$ cat src/rtl/lc3b_types.sv
// Shared LC-3b type package.
// Provides the 16-bit machine word, the opcode field type that decode slices
// from instruction bits [15:12], the fetch-stage FSM state encoding and a
// helper for the sequential PC increment.
package lc3b_types;

  typedef logic [15:0] lc3b_word;
  typedef logic [3:0]  lc3b_opcode;

  typedef enum logic [1:0] {
    FETCH = 2'd0,
    HOLD  = 2'd1,
    DRAIN = 2'd2
  } lc3b_fetch_state;

  // Word addresses always have bit 0 clear.
  localparam lc3b_word WORD_ALIGN_MASK = 16'hFFFE;

  // Next sequential instruction address; 16-bit wrap (FFFE -> 0000) is intended.
  function automatic lc3b_word pc_plus2(input lc3b_word pc);
    return pc + 16'd2;
  endfunction

endpackage

$ cat src/rtl/lc3b_fetch_stage.sv
// LC-3b instruction-fetch stage.
// Owns the PC, issues word reads to the instruction memory port with a
// hold-until-response handshake, and presents a registered IF/ID latch.
// A one-entry skid buffer absorbs a response that arrives while decode is
// stalled. Redirects are honoured every cycle; a redirect that lands while a
// read is still outstanding moves to DRAIN, which keeps the old request
// stable until its response arrives and then discards it.
//
// Ports:
//   clk, rst_n        clock, asynchronous active-low reset
//   imem_address/read read request to memory (registered)
//   imem_rdata/resp   returned instruction and single-cycle completion strobe
//   redirect_valid/pc taken branch/jump/trap target from a later stage
//   id_stall          decode cannot accept; hold the IF/ID latch
//   if_valid/ir/pc/pc_plus2  registered IF/ID latch
module lc3b_fetch_stage
  import lc3b_types::*;
#(
  parameter lc3b_word RESET_PC = 16'h0000
) (
  input  logic     clk,
  input  logic     rst_n,
  output lc3b_word imem_address,
  output logic     imem_read,
  input  lc3b_word imem_rdata,
  input  logic     imem_resp,
  input  logic     redirect_valid,
  input  lc3b_word redirect_pc,
  input  logic     id_stall,
  output logic     if_valid,
  output lc3b_word if_ir,
  output lc3b_word if_pc,
  output lc3b_word if_pc_plus2
);

  localparam lc3b_word RESET_PC_ALIGNED = RESET_PC & WORD_ALIGN_MASK;

  lc3b_fetch_state state_q, state_d;
  lc3b_word pc_q, pc_d;
  lc3b_word addr_q, addr_d;
  logic     read_q, read_d;
  logic     valid_q, valid_d;
  lc3b_word ir_q, ir_d;
  lc3b_word ifpc_q, ifpc_d;
  lc3b_word ifpc2_q, ifpc2_d;
  logic     skid_valid_q, skid_valid_d;
  lc3b_word skid_ir_q, skid_ir_d;
  lc3b_word skid_pc_q, skid_pc_d;

  // Next-state, PC, skid buffer and IF/ID latch update.
  always_comb begin
    state_d      = state_q;
    pc_d         = pc_q;
    valid_d      = valid_q;
    ir_d         = ir_q;
    ifpc_d       = ifpc_q;
    ifpc2_d      = ifpc2_q;
    skid_valid_d = skid_valid_q;
    skid_ir_d    = skid_ir_q;
    skid_pc_d    = skid_pc_q;

    if (redirect_valid) begin
      pc_d         = redirect_pc & WORD_ALIGN_MASK;
      valid_d      = 1'b0;
      skid_valid_d = 1'b0;
      case (state_q)
        FETCH: begin
          // A response in the same cycle retires the old read; otherwise it
          // is still in flight and must be drained.
          if (imem_resp) begin
            state_d = FETCH;
          end else begin
            state_d = DRAIN;
          end
        end
        HOLD: begin
          state_d = FETCH;
        end
        DRAIN: begin
          // The outstanding read completing this cycle ends the drain even
          // though a newer target arrived; waiting longer would deadlock.
          if (imem_resp) begin
            state_d = FETCH;
          end else begin
            state_d = DRAIN;
          end
        end
        default: begin
          state_d = FETCH;
        end
      endcase
    end else begin
      case (state_q)
        FETCH: begin
          if (imem_resp) begin
            if (!valid_q || !id_stall) begin
              valid_d = 1'b1;
              ir_d    = imem_rdata;
              ifpc_d  = pc_q;
              ifpc2_d = pc_plus2(pc_q);
              pc_d    = pc_plus2(pc_q);
            end else begin
              skid_valid_d = 1'b1;
              skid_ir_d    = imem_rdata;
              skid_pc_d    = pc_q;
              state_d      = HOLD;
            end
          end else if (!id_stall) begin
            valid_d = 1'b0;
          end else begin
            valid_d = valid_q;
          end
        end
        HOLD: begin
          if (!id_stall) begin
            valid_d      = skid_valid_q;
            ir_d         = skid_ir_q;
            ifpc_d       = skid_pc_q;
            ifpc2_d      = pc_plus2(skid_pc_q);
            pc_d         = pc_plus2(pc_q);
            skid_valid_d = 1'b0;
            state_d      = FETCH;
          end else begin
            state_d = HOLD;
          end
        end
        DRAIN: begin
          if (imem_resp) begin
            state_d = FETCH;
          end else begin
            state_d = DRAIN;
          end
        end
        default: begin
          state_d      = FETCH;
          valid_d      = 1'b0;
          skid_valid_d = 1'b0;
        end
      endcase
    end

    // Request outputs are registered: DRAIN freezes the in-flight address.
    read_d = (state_d != HOLD);
    if (state_d == DRAIN) begin
      addr_d = addr_q;
    end else begin
      addr_d = pc_d;
    end
  end

  // State, request and latch registers.
  always_ff @(posedge clk or negedge rst_n) begin
    if (!rst_n) begin
      state_q      <= FETCH;
      pc_q         <= RESET_PC_ALIGNED;
      addr_q       <= RESET_PC_ALIGNED;
      read_q       <= 1'b0;
      valid_q      <= 1'b0;
      ir_q         <= 16'h0000;
      ifpc_q       <= 16'h0000;
      ifpc2_q      <= 16'h0000;
      skid_valid_q <= 1'b0;
      skid_ir_q    <= 16'h0000;
      skid_pc_q    <= 16'h0000;
    end else begin
      state_q      <= state_d;
      pc_q         <= pc_d;
      addr_q       <= addr_d;
      read_q       <= read_d;
      valid_q      <= valid_d;
      ir_q         <= ir_d;
      ifpc_q       <= ifpc_d;
      ifpc2_q      <= ifpc2_d;
      skid_valid_q <= skid_valid_d;
      skid_ir_q    <= skid_ir_d;
      skid_pc_q    <= skid_pc_d;
    end
  end

  assign imem_address = addr_q;
  assign imem_read    = read_q;
  assign if_valid     = valid_q;
  assign if_ir        = ir_q;
  assign if_pc        = ifpc_q;
  assign if_pc_plus2  = ifpc2_q;

endmodule

$ cat config.mk
export PLATFORM = sky130hd
export DESIGN_NAME = lc3b_fetch_stage
export DESIGN_NICKNAME = d
export VERILOG_FILES = /design/src/rtl/lc3b_types.sv /design/src/rtl/lc3b_fetch_stage.sv
export SDC_FILE = /design/constraint.sdc
export NUM_CORES = 1
export LEC_CHECK = 0
export CAP_MARGIN = 20
export CORE_ASPECT_RATIO = 0.5
export CORE_MARGIN = 5
export CORE_UTILIZATION = 35
export DETAILED_ROUTE_END_ITERATION = 7
export DONT_BUFFER_PORTS = 1
export GPL_TIMING_DRIVEN = 1
export PLACE_DENSITY = 0.5
export SLEW_MARGIN = 20
export SYNTH_ARGS = -nofsm -noshare
export SYNTH_HDL_FRONTEND = slang
export SYNTH_SLANG_ARGS = --single-unit
export TNS_END_PERCENT = 5
$ cat constraint.sdc
create_clock -name clk -period 2.4 [get_ports clk]
set_input_delay 0.48 -clock clk [delete_from_list [all_inputs] [get_ports clk]]
set_output_delay 0.48 -clock clk [all_outputs]
set_load 0.02 [all_outputs]
==> run_results.csv, run 1 <==
group,metric,value,unit
sta,rsz0062_at_grt,"false",
cells_and_area,fin_area,6490,um2
detailed_routing,drtAntennaViolNets,0,
setup_path,r2r.worst_path.cells,5,
synthesis,synth_nets,567,
setup_path,cp.depth,5,
synthesis,synth_top_flop_cell,"dfrtp_1",
die,fp.dieH,99.2,um
global_routing,grt-ovfl-total,0,
detailed_routing,dr_wl_met3,978,um
synthesis,post-synth-top-count-cell,"dfrtp_1",
clock_tree,clkLatencyLatePin,0.41,ns
synthesis,synth_common_cells,"dfrtp_1 (116), nand2_1 (70), o21ai_0 (49), mux2_2 (43), mux2i_1 (38)",
cells_and_area,fin_nets,569,
setup_path,max_stage_delay,0.87,ns
detailed_routing,wl_per_cell,18.8,um
sta,tightest_slew,0.492,ns
clock_tree,cts_setup_buffers,0,
detailed_routing,drt-initial-drc-count,230,
setup_path,crit_slowest_cell,"or4_2",
setup_path,crit_chain,"o21a_4 -> or4_2 -> nor2_2 -> o21ai_0 -> o211ai_1",
setup_path,reg2reg_slack,0.19,ns
power_and_ir_drop,leakage,2.73,nW
sta,min_period,2.21,ns
die,io_pins,103,
outcome,violations,"hold timing",
die,core,15500,um2
global_routing,grt_usage,15.5,%
setup_path,start_kind,"register",
global_routing,grt_pass1_vias,3955,
place,hpwl,9650,um
place,port-buffer-count,0,
die,die_x,188,um
setup_path,cp.required,2.72,ns
detailed_routing,highest_layer,"met4",
setup_path,reg2reg_to,"if_pc_plus2[15]",
synthesis,synth.avg_cell_area,10.6,um2
outcome,status,"complete, but fails checks",
setup_path,crit_end,"if_pc_plus2[15]",
cells_and_area,seq_area,2900,um2
setup_path,critical_path_buf_inv_count,0,
sta,slew_viol_final,0,
power_and_ir_drop,ir_drop,0.000483,V
synthesis,synth_top_cell_by_area,"dfrtp_1",
place,globalplace.congestion,0.839,
sta,max_freq,453,MHz
sta,skew,0.0127,ns
detailed_routing,via_count,3813,
clock_tree,cts.root.buffer_cell,"clkbuf_16",
die,dieArea,18700,um2
synthesis,netlist_instances,528,
detailed_routing,wl_met2,6270,um
synthesis,synthArstFlopShare,100,%
synthesis,ys_seq_elements,116,
sta,finalHoldViolCount,116,
detailed_routing,wl,14000,um
synthesis,synth-edff-count,0,
setup_path,arrival,2.53,ns
place,placed_cell_area,5850,um2
setup_path,reg2reg_from,"if_valid",
power_and_ir_drop,pwr_density_cell,993,nW/um2
synthesis,seq_area_frac_synth,52.1,%
synthesis,syn_area,5580,um2
synthesis,yosys_warnings,0,
cells_and_area,area_delta_synth_final,16.4,%
sta,hold_slack,-0.234,ns
sta,finalSetupViolCount,0,
clock_tree,cts_buffers,17,
min_path,min_path_type,"in2async",
global_routing,grt_pass1_wl,22500,um
setup_path,cpLargestDelayFamily,"simple AND/OR/NAND/NOR gates",
sta,max-slew-margin-rel,66.9,%
detailed_routing,m1WireLength,6640,um
detailed_routing,firstDrtPassIters,4,
setup_path,crit_path_end_kind,"register",
synthesis,synth_top_area_share,52.1,%
synthesis,synthDistinctLibCells,47,
setup_path,worstPathMaxFanout,14,
clock_tree,cts_tree,"yes",
die,start_util,36.0,%
cells_and_area,nFillCells,1488,
clock_tree,clock-sinks,116,
clock_tree,clk_path_buf_depth,2,
job,drv_cap,0,
global_routing,grt_max_degree,117,
clock_tree,path_clk_slew,0.06,ns
sta,min_period_over_period,92.0,%
detailed_routing,drc,0,
clock_tree,cts_resized,0,
cells_and_area,drive_gt1_share,19.2,%
detailed_routing,avgViaCountPerCell,5.10,
setup_path,critPathKind,"reg2reg",
cells_and_area,multi_input_area,2480,um2
sta,final.setup.tns,0,ns
cells_and_area,antenna_cells,0,
synthesis,synthTopCellsByArea,"dfrtp_1 (52%), mux2_2 (8.7%), mux2i_1 (6.8%), nand2_1 (4.7%), o21ai_0 (4.4%)",
clock_tree,h-tree-depth,4,
setup_path,crit_start,"if_valid",
die,rows,32,
global_routing,antenna_found_initial,0,
[area by class of cell]
type / instances / share of cell area (%)
timing repair buffer: 21 / 2.82
inverter: 6 / 0.347
clock inverter: 13 / 3.18
multi-input combinational: 368 / 38.3
clock buffer: 19 / 6.67
tap: 204 / 3.93
sequential: 116 / 44.7
[worst min path at each step]
stage | from | end | slack, ns | cells after the start
5_1_grt | rst_n | if_valid | -0.26 | 0
3_3_place_gp | rst_n | skid_ir_q[7] | 0.19 | 0
3_5_place_dp | rst_n | skid_ir_q[7] | 0.19 | 0
2_1_floorplan | rst_n | if_ir[0] | 0.18 | 0
6_report | rst_n | pc_q[14] | -0.23 | 0
4_1_cts | rst_n | pc_q[14] | -0.26 | 0
[where the power goes]
group	switching [mW]	leakage (nW)	internal, mW
sequential	0.621	1.43	2.34
clock	0.934	0.307	1.84
combinational	0.335	0.989	0.370
[cells by family after synthesis]
group	Yosys count	share of synthesized area [%]
simple gates	168	14.0
flops	116	52.1
compound gates	84	9.11
mux	81	15.5
buf+inv	44	3.68
xor+xnor	33	5.18
fa+ha+maj	2	0.449
[cells in the final DEF (no fill, tap or decap), types with 3 or more instances in the layout]
cell type	n
nor2_1	36
mux2_2	43
and3_1	8
dfrtp_1	116
a221o_1	6
o21ai_0	49
xor2_1	15
a21oi_1	10
clkbuf_16	17
inv_1	6
xnor2_1	18
nand3_1	19
nor2b_1	3
nor4_1	7
nor3_1	5
nand2_1	70
bufinv_16	5
clkinv_2	3
o31ai_1	5
buf_4	19
nand4_1	5
mux2i_1	38
[worst reg2reg max path, delay by kind of cell (launching register included)]
kind	cells	cell delay, ns
flip-flops	1	0.39
AND/OR/NAND/NOR	2	1.23
AO/OA/AOI/OAI	3	0.50
[sequential cells by signal, summed over array words and instances (netlist names)]
name / cells
if_valid: 1
skid_valid_q: 1
imem_address: 16
if_ir: 16
skid_pc_q: 16
pc_q: 16
state_q: 2
skid_ir_q: 16
imem_read: 1
if_pc_plus2: 15
if_pc: 16
[per-stage QoR]
step | utilization [%] | hold WS, ns | power, mW | cells | setup WS, ns
2_1_floorplan | - | 0.184 | 3.46 | 528 | 0.373
4_1_cts | 41.9 | -0.264 | 6.54 | 747 | 0.210
3_5_place_dp | 37.7 | 0.189 | 3.71 | 715 | 0.239
6_report | 41.9 | -0.234 | 6.44 | 747 | 0.193
5_1_grt | 41.9 | -0.260 | 6.78 | 747 | 0.148
3_3_place_gp | 37.7 | 0.189 | 3.68 | 715 | 0.251
[metal layers]
layer,GRT usage (%),up-vias
li1,-,1846
met1,21.0,1879
met2,23.6,78
met3,5.29,10
met4,4.59,0
met5,0,-
Power figures use the tool's default switching activity.
==> run 2, diff against run 1 <==
--- a/config.mk
+++ b/config.mk
@@ -13,6 +13,7 @@
 export DONT_BUFFER_PORTS = 1
 export GPL_TIMING_DRIVEN = 1
 export PLACE_DENSITY = 0.5
+export REMOVE_ABC_BUFFERS = 1
 export SLEW_MARGIN = 20
 export SYNTH_ARGS = -nofsm -noshare
 export SYNTH_HDL_FRONTEND = slang
==> run_results.csv, run 2 (synthesized netlist as in run 1, its figures left out) <==
group,metric,value,unit
outcome,status,"complete, but fails checks",
outcome,violations,"hold timing",
detailed_routing,highest_layer,"met4",
setup_path,max_stage_delay,0.89,ns
global_routing,grt_max_degree,117,
clock_tree,clock-sinks,116,
cells_and_area,nFillCells,1499,
global_routing,antenna_found_initial,0,
setup_path,cpLargestDelayFamily,"simple AND/OR/NAND/NOR gates",
cells_and_area,final_common_cell,"dfrtp_1",
die,die_x,188,um
power_and_ir_drop,power_frac_seq,49.6,%
setup_path,critPathKind,"reg2reg",
power_and_ir_drop,pwr_density_cell,936,nW/um2
cells_and_area,fin_nets,566,
sta,slew_viol_final,0,
sta,final.setup.tns,0,ns
place,hpwl,9320,um
cells_and_area,drive_gt1_share,18.4,%
detailed_routing,via_count,3795,
setup_path,critical_path_buf_inv_count,0,
clock_tree,clkLatencyLatePin,0.40,ns
sta,finalSetupViolCount,0,
power_and_ir_drop,p_sw_share,30.7,%
setup_path,worstPathMaxFanout,14,
cells_and_area,final_cell_mix,"dfrtp_1 (116), nand2_1 (70), o21ai_0 (49), mux2_2 (43), mux2i_1 (38)",
cells_and_area,finish.utilization,41.1,%
power_and_ir_drop,netSwitchingPower,1.83,mW
cells_and_area,area_delta_synth_final,14.3,%
place,place_inst,712,
die,fp.dieH,99.2,um
clock_tree,cts_buffers,17,
detailed_routing,drt-initial-drc-count,188,
clock_tree,path_clk_slew,0.06,ns
setup_path,crit_path_end_kind,"register",
job,drv_cap,0,
sta,fin_ws,0.171,ns
setup_path,r2r.worst_path.cells,5,
place,port-buffer-count,0,
detailed_routing,avgViaCountPerCell,5.11,
clock_tree,h-tree-depth,4,
sta,min_period_over_period,92.9,%
clock_tree,cts_resized,0,
detailed_routing,drc,0,
die,start_util,36.0,%
setup_path,cp.required,2.69,ns
detailed_routing,dr_wl_met3,1250,um
sta,max_freq,449,MHz
sta,skew,0.0138,ns
die,core,15500,um2
setup_path,reg2reg_slack,0.17,ns
sta,hold_slack,-0.225,ns
sta,max-slew-margin-rel,67.0,%
setup_path,reg2reg_to,"imem_address[3]",
setup_path,crit_chain,"o21a_4 -> or4_2 -> o22ai_1 -> nor2_1 -> mux2_2",
detailed_routing,m1WireLength,6550,um
setup_path,crit_slowest_cell,"or4_2",
cells_and_area,seq_area,2900,um2
die,rows,32,
min_path,min_path_type,"in2async",
power_and_ir_drop,p_int,4.13,mW
global_routing,grt_pass1_vias,3737,
clock_tree,cts_setup_buffers,0,
cells_and_area,antenna_cells,0,
detailed_routing,wl_per_cell,18.3,um
sta,tightest_slew,0.491,ns
die,io_pins,103,
power_and_ir_drop,clkPwrFrac,38.9,%
detailed_routing,wl,13600,um
sta,rsz0062_at_grt,"false",
setup_path,reg2reg_from,"if_valid",
clock_tree,clk_path_buf_depth,2,
global_routing,grt_pass1_wl,21800,um
clock_tree,cts_tree,"yes",
detailed_routing,wl_met2,5570,um
sta,finalHoldViolCount,116,
cells_and_area,layout.cells.non_filler,743,
global_routing,grt_usage,14.9,%
setup_path,arrival,2.52,ns
detailed_routing,firstDrtPassIters,4,
place,globalplace.congestion,0.802,
setup_path,start_kind,"register",
global_routing,grt-ovfl-total,0,
clock_tree,cts.root.buffer_cell,"clkbuf_16",
place,pre_cts_slack,0.208,ns
power_and_ir_drop,pwr-share-comb,11.4,%
die,dieArea,18700,um2
cells_and_area,multi_input_area,2480,um2
power_and_ir_drop,ir_drop,0.000519,V
sta,min_period,2.23,ns
detailed_routing,drtAntennaViolNets,0,
power_and_ir_drop,leakage,2.67,nW
run 2: per-stage QoR:
step	cell area [um2]	power [mW]
after floorplan	5390	3.42
after global placement	5840	3.67
final	6370	5.96
after global routing	6370	6.28
after CTS	6370	6.05
after detailed placement	5840	3.69
run 2: area by class of cell:
class / count / share of cell area (%)
Clock inverter: 10 / 1.33
Tap cell: 204 / 4.00
Clock buffer: 21 / 7.07
Timing Repair Buffer: 18 / 2.71
Sequential cell: 116 / 45.5
Multi-Input combinational cell: 368 / 39.0
Inverter: 6 / 0.353
run 2: worst reg2reg max path, stage by stage, from the launching register on:
cell     delay (ns)
dfrtp_1        0.39
o21a_4         0.25
or4_2          0.89
o22ai_1        0.22
nor2_1         0.10
mux2_2         0.27
run 2: how the worst max path moves through the flow:
stage | from | end | slack (ns) | cells after the start
after detailed placement | if_valid | imem_address[3] | 0.21 | 5
after CTS | if_valid | imem_address[3] | 0.19 | 5
after floorplan | state_q[0] | if_pc_plus2[7] | -1.42 | 3
after global placement | if_valid | imem_address[3] | 0.22 | 5
final | if_valid | imem_address[3] | 0.17 | 5
after global routing | if_valid | if_pc_plus2[15] | 0.08 | 5
run 2: power by group through the flow:
stage	combinational, mW	clock, mW	sequential, mW
2_1_floorplan	0.537	0	2.89
3_3_place_gp	0.678	0	2.99
3_5_place_dp	0.688	0	3.01
4_1_cts	0.693	2.38	2.97
5_1_grt	0.781	2.48	3.02
6_report	0.683	2.32	2.96
run 2: metal layers:
metal,global-route usage (%),vias up
met4,4.81,0
met2,20.6,94
met5,0,-
met3,6.45,17
met1,20.9,1838
li1,-,1846
==> run 3, diff against run 2 <==
--- a/config.mk
+++ b/config.mk
@@ -8,11 +8,11 @@
 export CAP_MARGIN = 20
 export CORE_ASPECT_RATIO = 0.5
 export CORE_MARGIN = 5
-export CORE_UTILIZATION = 35
+export CORE_UTILIZATION = 56
 export DETAILED_ROUTE_END_ITERATION = 7
 export DONT_BUFFER_PORTS = 1
 export GPL_TIMING_DRIVEN = 1
-export PLACE_DENSITY = 0.5
+export PLACE_DENSITY = 0.72
 export REMOVE_ABC_BUFFERS = 1
 export SLEW_MARGIN = 20
 export SYNTH_ARGS = -nofsm -noshare
==> run_results.csv, run 3 (synthesized netlist as in run 1, its figures left out) <==
group,metric,value,unit
outcome,status,"complete, but fails checks",
outcome,violations,"hold timing",
sta,min_period,2.23,ns
place,place_inst,639,
place,pre_cts_slack,0.196,ns
sta,rsz0062_at_grt,"false",
detailed_routing,avgViaCountPerCell,5.69,
sta,tightest_slew,0.514,ns
sta,min_period_over_period,92.8,%
setup_path,cp.required,2.71,ns
global_routing,grt_pass1_wl,20300,um
cells_and_area,layout.cells.non_filler,671,
die,io_pins,103,
die,start_util,58.2,%
die,rows,25,
clock_tree,cts_tree,"yes",
sta,slew_viol_final,0,
sta,skew,0.00907,ns
setup_path,start_kind,"register",
global_routing,antenna_found_initial,0,
place,globalplace.congestion,0.850,
cells_and_area,area_delta_synth_final,13.9,%
power_and_ir_drop,leakage,2.70,nW
sta,max_freq,449,MHz
global_routing,grt_pass1_vias,3851,
clock_tree,cts_buffers,17,
detailed_routing,via_count,3815,
cells_and_area,seq_area,2900,um2
cells_and_area,nFillCells,755,
sta,final.setup.tns,0,ns
power_and_ir_drop,pwr_density_cell,1000,nW/um2
sta,max-slew-margin-rel,65.4,%
sta,finalSetupViolCount,0,
die,dieArea,12200,um2
cells_and_area,final_cell_mix,"dfrtp_1 (116), nand2_1 (70), o21ai_0 (49), mux2_2 (43), mux2i_1 (38)",
cells_and_area,fin_area,6350,um2
detailed_routing,wl_per_cell,18.4,um
job,drv_cap,0,
power_and_ir_drop,finalPower,6.36,mW
sta,hold_slack,-0.234,ns
cells_and_area,final_common_cell,"dfrtp_1",
place,port-buffer-count,0,
setup_path,worstPathMaxFanout,17,
clock_tree,h-tree-depth,4,
clock_tree,cts_setup_buffers,0,
setup_path,arrival,2.53,ns
clock_tree,cts_resized,0,
place,placed_cell_area,5710,um2
setup_path,critPathKind,"reg2reg",
detailed_routing,drc,0,
global_routing,grt_max_degree,117,
detailed_routing,wl,12300,um
global_routing,grt_usage,21.8,%
detailed_routing,firstDrtPassIters,6,
clock_tree,path_clk_slew,0.06,ns
die,fp.dieH,80.6,um
sta,finalHoldViolCount,116,
clock_tree,clock-sinks,116,
cells_and_area,fin_nets,562,
die,core,9570,um2
min_path,min_path_type,"in2async",
cells_and_area,multi_input_area,2480,um2
clock_tree,clkLatencyLatePin,0.41,ns
detailed_routing,drtAntennaViolNets,0,
cells_and_area,drive_gt1_share,18.5,%
setup_path,crit_path_end_kind,"register",
power_and_ir_drop,ir_drop,0.000538,V
detailed_routing,drt-initial-drc-count,310,
global_routing,grt-ovfl-total,0,
sta,fin_ws,0.172,ns
clock_tree,cts.root.buffer_cell,"clkbuf_16",
die,die_x,151,um
place,hpwl,8230,um
clock_tree,clk_path_buf_depth,2,
cells_and_area,antenna_cells,0,
==> run 3: path summary, 6_finish.rpt <==
check                           slack [ns]           start         endpoint  cells after the start
worst max-delay path                  0.17        if_valid  if_pc_plus2[15]                      5
worst min-delay path                 -0.23           rst_n          pc_q[0]                      0
worst max register to register        0.17        if_valid  if_pc_plus2[15]                      5
worst min register to register        0.51    skid_ir_q[8]     skid_ir_q[8]                      1
max in group asynchronous             2.45           rst_n        if_pc[12]                      0
min in group clk                      0.15  redirect_valid         if_valid                      1
==> run 3: critical path: stages (launching register included) <==
cell	delay, ns
dfrtp_1	0.39
o21a_4	0.25
or4_2	0.88
nor2_2	0.34
o21ai_0	0.14
o211ai_1	0.12
==> run 3: power breakdown <==
group / switching, mW / internal, mW / total [mW]
registers: 0.614 / 2.34 / 2.95
logic: 0.324 / 0.359 / 0.683
clock network: 0.902 / 1.82 / 2.72
==> run 3: cell type report <==
type                       count  area share [%]
clock buffer                  20            7.35
clock inverter                12            2.78
inverter                       6           0.355
multi-input combinational    368            39.1
sequential                   116            45.7
tap                          135            2.66
timing repair buffer          14            2.05
==> run 3: routing by layer <==
metal	vias up	track usage [%]	wire (um)
met2	131	31.9	5190
met5	-	0	0
met3	11	6.71	1140
met1	1834	30.7	5860
met4	0	7.78	146
li1	1839	-	-
==> run 3: per-stage QoR <==
stage / util (%) / hold WS (ns)
CTS: 66.4 / -0.249
floorplan: - / 0.184
global route: 66.4 / -0.253
global placement: 59.6 / 0.187
finish: 66.4 / -0.234
detailed placement: 59.6 / 0.187
